File: src/rtl/program_loader_pkg.sv
// Shared types and constants for the byte-stream program loader.
package program_loader_pkg;

    // Loader states; DONE is the only state that releases the core.
    typedef enum logic [2:0] {
        S_IDLE,
        S_COUNT,
        S_DATA,
        S_CHECK,
        S_DONE,
        S_ERROR
    } state_t;

    // Default frame start byte.
    localparam logic [7:0] SYNC_DEFAULT = 8'hA5;

    // Width of the running payload checksum (modular byte sum).
    localparam int unsigned CSUM_W = 8;

    // States in which the inter-byte gap timer runs.
    function automatic logic gap_counted(input state_t s);
        return (s == S_COUNT) || (s == S_DATA) || (s == S_CHECK);
    endfunction

endpackage

File: src/rtl/program_loader_gap.sv
// Inter-byte gap timer: counts idle enabled cycles and flags the cycle whose
// closing edge would bring the idle count to TIMEOUT.
module gap_timer #(
    parameter int unsigned TIMEOUT = 100000
) (
    input  logic clk,
    input  logic rst,
    input  logic clear,
    input  logic enable,
    output logic expired
);

    localparam int unsigned CNT_W = (TIMEOUT < 2) ? 1 : $clog2(TIMEOUT + 1);
    localparam logic [CNT_W-1:0] LAST = CNT_W'(TIMEOUT - 1);

    logic [CNT_W-1:0] count;

    // Expiry is seen combinationally so the FSM leaves on the TIMEOUT-th idle edge.
    assign expired = enable && !clear && (count == LAST);

    // Idle-cycle counter, cleared on any accepted byte or while disabled.
    always_ff @(posedge clk or posedge rst) begin
        if (rst) begin
            count <= '0;
        end else if (clear) begin
            count <= '0;
        end else if (enable && (count != LAST)) begin
            count <= count + CNT_W'(1);
        end
    end

endmodule

File: src/rtl/program_loader.sv
// Program loader: receives a framed byte stream (SYNC, N, 4*N payload bytes,
// checksum), writes little-endian words to instruction memory and holds the
// core in reset until the image is verified.
module program_loader
    import program_loader_pkg::*;
#(
    parameter int unsigned ADDR_W  = 8,
    parameter int unsigned TIMEOUT = 100000,
    parameter logic [7:0]  SYNC    = SYNC_DEFAULT
) (
    input  logic              clk,
    input  logic              rst,
    input  logic [7:0]        rx_data,
    input  logic              rx_valid,
    output logic              rx_ready,
    input  logic              start,
    output logic              imem_en,
    output logic [ADDR_W-1:0] imem_addr,
    output logic [31:0]       imem_data,
    output logic              cpu_rst,
    output logic              done,
    output logic              err
);

    // One extra bit so a full 2^ADDR_W-word image can be counted.
    localparam int unsigned      WC_W      = ADDR_W + 1;
    localparam logic [WC_W-1:0]  MAX_WORDS = WC_W'(1) << ADDR_W;

    state_t            state;
    logic [WC_W-1:0]   word_cnt;
    logic [WC_W-1:0]   n_words;
    logic [WC_W-1:0]   word_cnt_inc;
    logic [WC_W-1:0]   n_decoded;
    logic              n_too_big;
    logic [1:0]        byte_idx;
    logic [23:0]       word_reg;
    logic [CSUM_W-1:0] csum;
    logic              fire;
    logic              timer_en;
    logic              timer_clear;
    logic              timer_expired;

    assign fire         = rx_valid && rx_ready;
    assign word_cnt_inc = word_cnt + WC_W'(1);

    // Every entry into a timed state happens on an accepted byte, so clearing on
    // accept (and while disabled) also covers the clear-on-state-entry rule.
    assign timer_en    = gap_counted(state);
    assign timer_clear = fire || !timer_en;

    // Decode the count byte: zero means a full memory, oversize N is rejected.
    always_comb begin
        n_too_big = (32'(rx_data) > 32'(MAX_WORDS));
        if (rx_data == 8'd0) begin
            n_decoded = MAX_WORDS;
        end else begin
            n_decoded = WC_W'(rx_data);
        end
    end

    gap_timer #(
        .TIMEOUT(TIMEOUT)
    ) u_gap_timer (
        .clk    (clk),
        .rst    (rst),
        .clear  (timer_clear),
        .enable (timer_en),
        .expired(timer_expired)
    );

    // Frame FSM with word assembly, checksum and registered outputs.
    always_ff @(posedge clk or posedge rst) begin
        if (rst) begin
            state     <= S_IDLE;
            rx_ready  <= 1'b1;
            imem_en   <= 1'b0;
            imem_addr <= '0;
            imem_data <= '0;
            cpu_rst   <= 1'b1;
            done      <= 1'b0;
            err       <= 1'b0;
            word_cnt  <= '0;
            n_words   <= '0;
            byte_idx  <= '0;
            word_reg  <= '0;
            csum      <= '0;
        end else begin
            imem_en <= 1'b0;
            case (state)
                S_IDLE: begin
                    if (fire && (rx_data == SYNC)) begin
                        state <= S_COUNT;
                    end
                end

                S_COUNT: begin
                    if (fire) begin
                        word_cnt <= '0;
                        csum     <= '0;
                        byte_idx <= '0;
                        n_words  <= n_decoded;
                        if (n_too_big) begin
                            state    <= S_ERROR;
                            rx_ready <= 1'b0;
                            err      <= 1'b1;
                        end else begin
                            state <= S_DATA;
                        end
                    end else if (timer_expired) begin
                        state    <= S_ERROR;
                        rx_ready <= 1'b0;
                        err      <= 1'b1;
                    end
                end

                S_DATA: begin
                    if (fire) begin
                        csum     <= csum + rx_data;
                        byte_idx <= byte_idx + 2'd1;
                        if (byte_idx == 2'd3) begin
                            // First byte ends up in [7:0] after three right shifts.
                            imem_en   <= 1'b1;
                            imem_addr <= word_cnt[ADDR_W-1:0];
                            imem_data <= {rx_data, word_reg};
                            word_cnt  <= word_cnt_inc;
                            if (word_cnt_inc == n_words) begin
                                state <= S_CHECK;
                            end
                        end else begin
                            word_reg <= {rx_data, word_reg[23:8]};
                        end
                    end else if (timer_expired) begin
                        state    <= S_ERROR;
                        rx_ready <= 1'b0;
                        err      <= 1'b1;
                    end
                end

                S_CHECK: begin
                    if (fire) begin
                        rx_ready <= 1'b0;
                        if (rx_data == csum) begin
                            state   <= S_DONE;
                            done    <= 1'b1;
                            cpu_rst <= 1'b0;
                        end else begin
                            state <= S_ERROR;
                            err   <= 1'b1;
                        end
                    end else if (timer_expired) begin
                        state    <= S_ERROR;
                        rx_ready <= 1'b0;
                        err      <= 1'b1;
                    end
                end

                S_DONE, S_ERROR: begin
                    if (start) begin
                        state    <= S_IDLE;
                        rx_ready <= 1'b1;
                        cpu_rst  <= 1'b1;
                        done     <= 1'b0;
                        err      <= 1'b0;
                    end
                end

                default: begin
                    state    <= S_IDLE;
                    rx_ready <= 1'b1;
                    cpu_rst  <= 1'b1;
                    done     <= 1'b0;
                    err      <= 1'b0;
                end
            endcase
        end
    end

endmodule
File: config.mk
export PLATFORM = sky130hd
export DESIGN_NAME = program_loader
export DESIGN_NICKNAME = d
export VERILOG_FILES = /design/src/rtl/program_loader_pkg.sv /design/src/rtl/program_loader_gap.sv /design/src/rtl/program_loader.sv
export SDC_FILE = /design/constraint.sdc
export NUM_CORES = 1
export LEC_CHECK = 0
export ABC_AREA = 1
export CORE_ASPECT_RATIO = 0.75
export CORE_UTILIZATION = 59
export CTS_BUF_LIST = sky130_fd_sc_hd__clkbuf_2
export DETAILED_ROUTE_END_ITERATION = 10
export GPL_TIMING_DRIVEN = 0
export HOLD_SLACK_MARGIN = 0.15
export PLACE_DENSITY = 0.83
export SLEW_MARGIN = 20
export SYNTH_ARGS = -nofsm -noshare
export SYNTH_HDL_FRONTEND = slang
export SYNTH_SLANG_ARGS = --single-unit
File: constraint.sdc
create_clock -name clk -period 4.3 [get_ports clk]
set_clock_uncertainty 0.2 [all_clocks]
set_input_delay 0.645 -clock clk [delete_from_list [all_inputs] [get_ports clk]]
set_output_delay 0.645 -clock clk [all_outputs]
set_load 0.1 [all_outputs]
==> impl_metrics.ini, run 1 <==
[synth]
yosysUniqueCellTypes = 37
syn_inst = 635
syn_nets = 658
synth_area_mm2 = 0.00539
avgSynthCellArea_um2 = 8.49
ys_ff_latch = 117
ys_seq_area_share_pct = 54.4
yosys_warnings = 0

[cells_and_area]
area_growth_pct = 17.6
num-nets-final = 735
final_common_cell = nand2_1
largest_reg_flops = 32
drive_gt1_share_pct = 8.43
n_fill_cell = 666
antenna_cells = 0
mostFrequentLayoutCells = nand2_1 (188), dfrtp_1 (115), inv_1 (72)

[timing]
whs_ns = 0.281
layout_min_cycle_time_ns = 3.21
min_period_over_period_pct = 74.6
timing_hold_violations_final = 0
worst_slew_pin_slew_ns = 0.977
relSlewSlack_pct = 34.7
setup_violations = 0
fmax_ghz = 0.312
slew_violations = 0
rsz0062_at_grt = no

[clocking]
clock-sinks = 117
clockBufferDepth = 2
cts_tree = built
numCtsBuffers = 17
cts_resized = 0
h-tree-depth = 4
postCtsSetupBuffers = 0
clkTransAtPathRegs_ns = 0.16
worstSkewPairLatency_ns = 0.67
cts-root-buf = clkbuf_2

[run_status]
status = finished clean

[setup_path]
crit_arrival_ns = 2.36
max_stage_delay_ns = 1.13
critical-path-slowest-cell = clkdlybuf4s50_1
path_cells = clkdlybuf4s50_1
required_ns = 3.45
endpoint_kind = output pin
critPathLaunchType = register
worstPathMaxFanout = 3
crit_buf_inv = 1
critPathTopFamily = buffers and inverters
criticalPathCategory = reg2out

[detailed_routing]
post_drt_wl_per_cell_um = 14.2
vias_per_cell = 5.34
route.detailed.drc = 0
vias = 4446
first_iter_violations = 292
final_antenna_net_count = 0
first_pass_iters = 5
wl_mm = 11.8

[die]
die_height_um = 84.8
die_area_mm2 = 0.00953
die_width_um = 112
start_util_pct = 62.2
rows = 29
num_io_pins = 57
core_area_mm2 = 0.00867

[global_route]
overflow = 0
grt_start_max_net_pins = 81
grtUsageTotal_pct = 27.6
grt_pass1_vias = 4328
antenna_found_initial = 0
grt_pass1_wl_mm = 20.3

[power]
leakagePower_uw = 0.00309
power.density_mw_per_mm2 = 288
worst_ir_drop_vdd_mv = 0.181
p_total_uw = 1830

[place]
io_buffers = 56
dpl.hpwl_mm = 8.52
finalWeightedCongestion = 0.872

[flow_run]
cap_violations = 0

[hold_path]
hp-class = reg2reg
[cells by family (layout without fill, tap and decap cells)]
family | count (synthesis) | count (layout) | synth area share [%]
AO/OA/AOI/OAI | 119 | 119 | 11.6
XOR/XNOR | 7 | 7 | 1.14
adder cells (fa/ha/maj) | 11 | 11 | 2.69
buffers and inverters | 93 | 182 | 7.19
flip-flops | 117 | 117 | 54.4
AND/OR/NAND/NOR | 288 | 288 | 23.0
[metrics by stage]
step           std cells  worst slack, ns  TNS, ns  area [um2]  util [%]
2_1_floorplan        635            0.358        0        5390         -
3_3_place_gp         799            -1.15  -131.57        6090      70.2
3_5_place_dp         800             1.39        0        6120      70.6
4_1_cts              832             1.04        0        6340      73.1
5_1_grt              832            0.997        0        6340      73.1
6_report             832             1.09        0        6340      73.1
[final cells by class]
type | count | area [um2] | area share, %
clock inverter | 11 | 111 | 1.76
clock buffer | 20 | 100 | 1.58
sequential | 117 | 2930 | 46.2
timing repair buffer | 58 | 598 | 9.43
tap | 108 | 135 | 2.13
buffer | 16 | 96.3 | 1.52
multi-input combinational | 425 | 2070 | 32.7
inverter | 77 | 297 | 4.68
[report_power, final]
| part | internal, uW | switching [uW] | leakage (uW) |
|---|---|---|---|
| Clock | 262 | 407 | 0.000135 |
| Combinational | 16.9 | 38.7 | 0.00141 |
| Sequential | 1100 | 0 | 0.00155 |
| Total | 1380 | 446 | 0.00309 |
[repair_timing]
item / 4_1_cts / 5_1_grt
endpoints found under the setup margin: 0 / 0
hold buffers: 1 / 0
endpoints found under the hold margin: 37 / 0
[cells in the mapped netlist (all sizes together)]
| library cell | count | area share [%] |
|---|---|---|
| nand2 | 191 | 13 |
| dfrtp | 115 | 53 |
| o21ai | 88 | 8.2 |
| inv | 77 | 5.4 |
| nor2 | 46 | 4.1 |
| nand3 | 33 | 3.2 |
| a21oi | 17 | 1.6 |
| ha | 10 | 2.3 |
| buf | 9 | 1.3 |
| clkbuf | 7 | 0.49 |
| nor3 | 7 | 0.93 |
| nand4 | 5 | 0.58 |
| o22ai | 5 | 0.58 |
| xor2 | 5 | 0.81 |
| nor4 | 4 | 0.46 |
| a22o | 2 | 0.32 |
| dfstp | 2 | 0.97 |
| o21bai | 2 | 0.28 |
| xnor2 | 2 | 0.32 |
| a211oi | 1 | 0.14 |
| a31oi | 1 | 0.12 |
| fa | 1 | 0.37 |
| nand3b | 1 | 0.14 |
| nor3b | 1 | 0.14 |
| o211ai | 1 | 0.14 |
| o21a | 1 | 0.14 |
| o221ai | 1 | 0.16 |
[routing by layer]
layer  GRT usage (%)  routed length (um)  up-vias
met3            7.44                 713       20
met5               0                   0        -
met1            38.8                5610     2097
met4            9.21                 166        0
li1                -                   -     2210
met2            42.2                5290      119
[path summary, 6_finish.rpt]
check                                startpoint                  endpoint  slack, ns  cells past startpoint
max                        rx_ready$_DFFE_PP1P_                  rx_ready       1.09                      1
min                         cpu_rst$_DFFE_PP1P_       cpu_rst$_DFFE_PP1P_       0.28                      2
max reg2reg                rx_ready$_DFFE_PP1P_  imem_addr[2]$_DFFE_PP0P_       2.02                      7
min reg2reg                 cpu_rst$_DFFE_PP1P_       cpu_rst$_DFFE_PP1P_       0.28                      2
max in group asynchronous                   rst       cpu_rst$_DFFE_PP1P_       2.49                      4
min in group asynchronous                   rst   word_cnt[2]$_DFFE_PP0P_       0.68                      3
No activity file was read; power rests on OpenSTA's default activity.
==> inputs of run 2 (changes only) <==
==> constraint.sdc (replaced) <==
create_clock -name clk -period 3 [get_ports clk]
set_clock_uncertainty 0.2 [all_clocks]
set_input_delay 0.45 -clock clk [delete_from_list [all_inputs] [get_ports clk]]
set_output_delay 0.45 -clock clk [all_outputs]
set_load 0.1 [all_outputs]
==> run 2 against run 1 <==
  * Register-to-register slack worse by 1.3 ns
  * Clock power grew 60%
  * Cell count rose by 0.36%
  * Global-route usage is 0.41 points higher
  * Combinational power rose by 53%
  * Largest cell class unchanged
  * Largest power group unchanged
==> impl_metrics.ini, run 2 (synthesis gave the netlist of run 1 again) <==
[run_status]
status = finished clean

[power]
worst_ir_drop_vdd_mv = 0.507
power.density_mw_per_mm2 = 426
leakagePower_uw = 0.00313

[detailed_routing]
final_antenna_net_count = 0
vias_per_cell = 5.47
wl_mm = 12.1
route.detailed.drc = 0
first_pass_iters = 7
post_drt_wl_per_cell_um = 14.5
first_iter_violations = 261
vias = 4567

[setup_path]
endpoint_kind = output pin
required_ns = 2.35
critical-path-slowest-cell = clkdlybuf4s50_1
worstPathMaxFanout = 2
crit_buf_inv = 1
max_stage_delay_ns = 1.15
r2r_slack_ns = 0.77
crit_arrival_ns = 2.24
path_cells = clkdlybuf4s50_1
critPathLaunchType = register
criticalPathCategory = reg2out
critPathTopFamily = buffers and inverters

[cells_and_area]
num-nets-final = 737
antenna_cells = 0
utilization_pct = 73.9
final_common_cell = nand2_1
mostFrequentLayoutCells = nand2_1 (188), dfrtp_1 (115), inv_1 (72)
final_cells = 835
n_fill_cell = 660
drive_gt1_share_pct = 8.94
area_growth_pct = 18.9
largest_reg_flops = 32

[global_route]
grt_pass1_vias = 4476
grt_pass1_wl_mm = 20.7
grt_start_max_net_pins = 36
antenna_found_initial = 0
use_met3_pct = 6.86
met1_usage_pct = 39.0
grtUsageTotal_pct = 28.0
grt_busiest_layer = met2
grtUsageMet2_pct = 43.1
overflow = 0

[place]
finalWeightedCongestion = 0.888
io_buffers = 56
dpl.hpwl_mm = 8.82
placedCellCount = 802

[timing]
relSlewSlack_pct = 34.0
tns_ns = 0
setup_violations = 0
worst_slew_pin_slew_ns = 0.987
min_period_over_period_pct = 96.2
timing_hold_violations_final = 0
rsz0062_at_grt = no
layout_min_cycle_time_ns = 2.89
slew_violations = 0
fmax_ghz = 0.346

[clocking]
postCtsSetupBuffers = 0
cts_tree = built
h-tree-depth = 4
clkTransAtPathRegs_ns = 0.17
clock-sinks = 117
clockBufferDepth = 2
cts-root-buf = clkbuf_2
numCtsBuffers = 17
worstSkewPairLatency_ns = 0.69

[die]
core_area_mm2 = 0.00867
start_util_pct = 62.2
rows = 29
die_area_mm2 = 0.00953
die_width_um = 112
die_height_um = 84.8
num_io_pins = 57

[flow_run]
cap_violations = 0

[hold_path]
hp-class = in2reg
## run 2: cell count changes in the layout (fill, tap and decap cells not counted), sizes merged
cell           change
dlygate4sd2        +2
clkbuf             -2
clkinvlp           +1
bufinv             +1
clkinv             +1
buf                +2
clkdlybuf4s50      -2
## run 2: final cells by class
cell class	instances	area, um2	area share [%]
repair buffers	60	628	9.80
flip-flops and latches	117	2930	45.7
clock buffers	18	90.1	1.41
inverters	77	295	4.61
clock inverters	14	160	2.50
plain buffers	16	96.3	1.50
well taps	108	135	2.11
multi-input cells	425	2070	32.4
## run 2: report_power, final
part           switching (uW)  internal (uW)  total (uW)
Sequential                  0           1580        1580
Clock                     604            462        1070
Combinational            56.6           28.3        84.9
Total                     661           2070        2730
## run 2: through the flow
step,hold WS (ns),setup WS [ns],power [uW],cell area [um2]
floorplan,0.246,0.619,1650,5400
global placement,0.253,-0.149,1680,6090
detailed placement,0.266,0.305,1690,6150
CTS,0.224,0.0621,2750,6410
global route,0.240,0.00657,2830,6410
finish,0.273,0.113,2730,6410
## run 2: repair_timing
action | 4_1_cts | 5_1_grt
resized for setup | 2 | 0
endpoints found under the setup margin | 2 | 0
endpoints found under the hold margin | 20 | 0
hold buffers | 1 | 0
## run 2: path summary, 6_finish.rpt
| check | start | end | depth (start not counted) |
|---|---|---|---|
| worst max-delay path | imem_data[20]$_DFFE_PP0P_ | imem_data[20] | 1 |
| min in group asynchronous | rst | imem_addr[5]$_DFFE_PP0P_ | 3 |
| max in group asynchronous | rst | rx_ready$_DFFE_PP1P_ | 5 |
| worst max register to register | rx_ready$_DFFE_PP1P_ | imem_data[12]$_DFFE_PP0P_ | 7 |
| worst min-delay path | rx_data[6] | n_words[6]$_DFFE_PP0P_ | 3 |
| worst min register to register | cpu_rst$_DFFE_PP1P_ | cpu_rst$_DFFE_PP1P_ | 2 |
## run 2: metal layers
layer  share of wire (%)  vias to the layer above  wire [um]
met3                 5.5                       26        663
met2                  46                      144       5570
met4                 1.7                        0        208
met1                  47                     2188       5690
met5                   0                        -          0
li1                    -                     2209          -
==> inputs of run 3 (changes only) <==
--- a/config.mk
+++ b/config.mk
@@ -7,12 +7,11 @@
 export LEC_CHECK = 0
 export ABC_AREA = 1
 export CORE_ASPECT_RATIO = 0.75
-export CORE_UTILIZATION = 59
+export CORE_UTILIZATION = 40
 export CTS_BUF_LIST = sky130_fd_sc_hd__clkbuf_2
 export DETAILED_ROUTE_END_ITERATION = 10
 export GPL_TIMING_DRIVEN = 0
 export HOLD_SLACK_MARGIN = 0.15
-export PLACE_DENSITY = 0.83
 export SLEW_MARGIN = 20
 export SYNTH_ARGS = -nofsm -noshare
 export SYNTH_HDL_FRONTEND = slang
==> run 3 against run 2 <==
  * Sequential power is essentially flat
  * Worst hold slack gained 0.013 ns
  * First-iteration DRC count shrank 3.1%
  * Fmax shrank 0.24%
  * Cell count grew 7.5%
  * Critical path type unchanged
  * Critical endpoint is now imem_data[24]
  * Highest routed layer unchanged
==> impl_metrics.ini, run 3 (synthesis gave the netlist of run 1 again) <==
[cells_and_area]
area_growth_pct = 21.2
n_fill_cell = 1265
num-nets-final = 737
largest_reg_flops = 32
drive_gt1_share_pct = 8.94
final_common_cell = nand2_1
finalInstanceArea_mm2 = 0.00653
mostFrequentLayoutCells = nand2_1 (188), dfrtp_1 (115), inv_1 (72)
seqCellArea_mm2 = 0.00293
multiInputGateArea_mm2 = 0.00207
antenna_cells = 0

[run_status]
status = finished clean

[detailed_routing]
first_iter_violations = 253
first_pass_iters = 6
post_drt_wl_per_cell_um = 13.7
final_antenna_net_count = 0
wl_mm = 12.3
vias = 4432
vias_per_cell = 4.94
route.detailed.drc = 0

[setup_path]
r2r_start = rx_ready$_DFFE_PP1P_
crit_buf_inv = 1
worstPathMaxFanout = 2
cp-startpoint = imem_data[24]$_DFFE_PP0P_
path_cells = clkdlybuf4s50_1
critical-path-slowest-cell = clkdlybuf4s50_1
max_stage_delay_ns = 1.15
crit_arrival_ns = 2.24
critPathTopFamily = buffers and inverters
critPathLaunchType = register
endpoint_kind = output pin
required_ns = 2.35
criticalPathCategory = reg2out

[die]
rows = 36
die_width_um = 136
start_util_pct = 41.3
core_area_mm2 = 0.0131
die_area_mm2 = 0.0140
die_height_um = 103
num_io_pins = 57

[power]
power.density_mw_per_mm2 = 443
worst_ir_drop_vdd_mv = 0.240
leakagePower_uw = 0.00318

[clocking]
postCtsSetupBuffers = 0
numCtsBuffers = 17
cts_tree = built
h-tree-depth = 4
clockBufferDepth = 2
cts-root-buf = clkbuf_2
worstSkewPairLatency_ns = 0.66
clock-sinks = 117
clkTransAtPathRegs_ns = 0.18

[timing]
slew_violations = 0
fmax_ghz = 0.346
rsz0062_at_grt = no
relSlewSlack_pct = 34.6
min_period_over_period_pct = 96.5
worst_slew_pin_slew_ns = 0.978
setup_violations = 0
tns_ns = 0
timing_hold_violations_final = 0
layout_min_cycle_time_ns = 2.89

[place]
place_area_mm2 = 0.00623
finalWeightedCongestion = 0.865
io_buffers = 56
dpl.hpwl_mm = 9.06

[global_route]
grt_pass1_wl_mm = 20.5
grtUsageMet2_pct = 28.3
overflow = 0
grt_pass1_vias = 4094
grt_busiest_layer = met2
antenna_found_initial = 0
met1_usage_pct = 28.1
use_met3_pct = 4.97
grt_start_max_net_pins = 34
grtUsageTotal_pct = 19.3

[hold_path]
hp-class = reg2reg
hold_start = cpu_rst$_DFFE_PP1P_

[flow_run]
cap_violations = 0
==> run 3: cell count changes in the layout (fill, tap and decap cells not counted), sizes merged <==
cell,delta
clkinv,-3
clkdlybuf4s50,-2
dlymetal6s2s,+2
bufinv,+1
clkinvlp,+1
inv,+1
==> run 3: power breakdown <==
group	total [uW]	switching, uW	leakage (uW)	internal (uW)
Clock	1230	665	0.000160	561
Sequential	1580	0	0.00155	1580
Combinational	86.6	58.4	0.00147	28.3
==> run 3: per-stage QoR <==
step                      cells  hold slack (ns)  power (uW)  util [%]  setup WS, ns
after floorplan             635            0.246        1650         -         0.619
after global placement      862            0.253        1680      47.2        -0.220
after detailed placement    865            0.255        1690      47.7         0.304
after CTS                   898            0.229        2930      50.0        0.0350
after global routing        898            0.255        3010      50.0       0.00539
final                       898            0.286        2890      50.0         0.106
==> run 3: tightest hold or removal path, cell delays in order, from the launching register on <==
cell	delay, ns
dfstp_2	0.41
nand2_1	0.05
nand2_1	0.05
==> run 3: what timing repair did <==
item,in CTS,in global routing
cloned,0,0
gates resized for setup,2,2
hold endpoints to repair,23,0
setup endpoints to repair,2,2
hold buffers,1,0
==> run 3: cell type report <==
type | count | area share [%]
flip-flops and latches | 117 | 44.8
multi-input cells | 425 | 31.7
repair buffers | 60 | 9.69
inverters | 77 | 4.52
well taps | 171 | 3.27
clock inverters | 14 | 3.08
plain buffers | 16 | 1.47
clock buffers | 18 | 1.38
==> run 3: worst paths after layout <==
kind / endpoint / slack (ns) / cells after the start
setup / recovery: imem_data[24] / 0.11 / 1
hold / removal: cpu_rst$_DFFE_PP1P_ / 0.29 / 2
min in group asynchronous: imem_data[4]$_DFFE_PP0P_ / 0.50 / 3
max in group asynchronous: cpu_rst$_DFFE_PP1P_ / 0.98 / 6
hold reg to reg: cpu_rst$_DFFE_PP1P_ / 0.29 / 2
setup reg to reg: word_cnt[5]$_DFFE_PP0P_ / 0.76 / 7
==> run 3: routing by layer <==
| layer | vias to the layer above | wire, um |
|---|---|---|
| met2 | 121 | 5270 |
| met1 | 2091 | 6310 |
| met4 | 0 | 103 |
| met5 | - | 0 |
| li1 | 2212 | - |
| met3 | 8 | 635 |
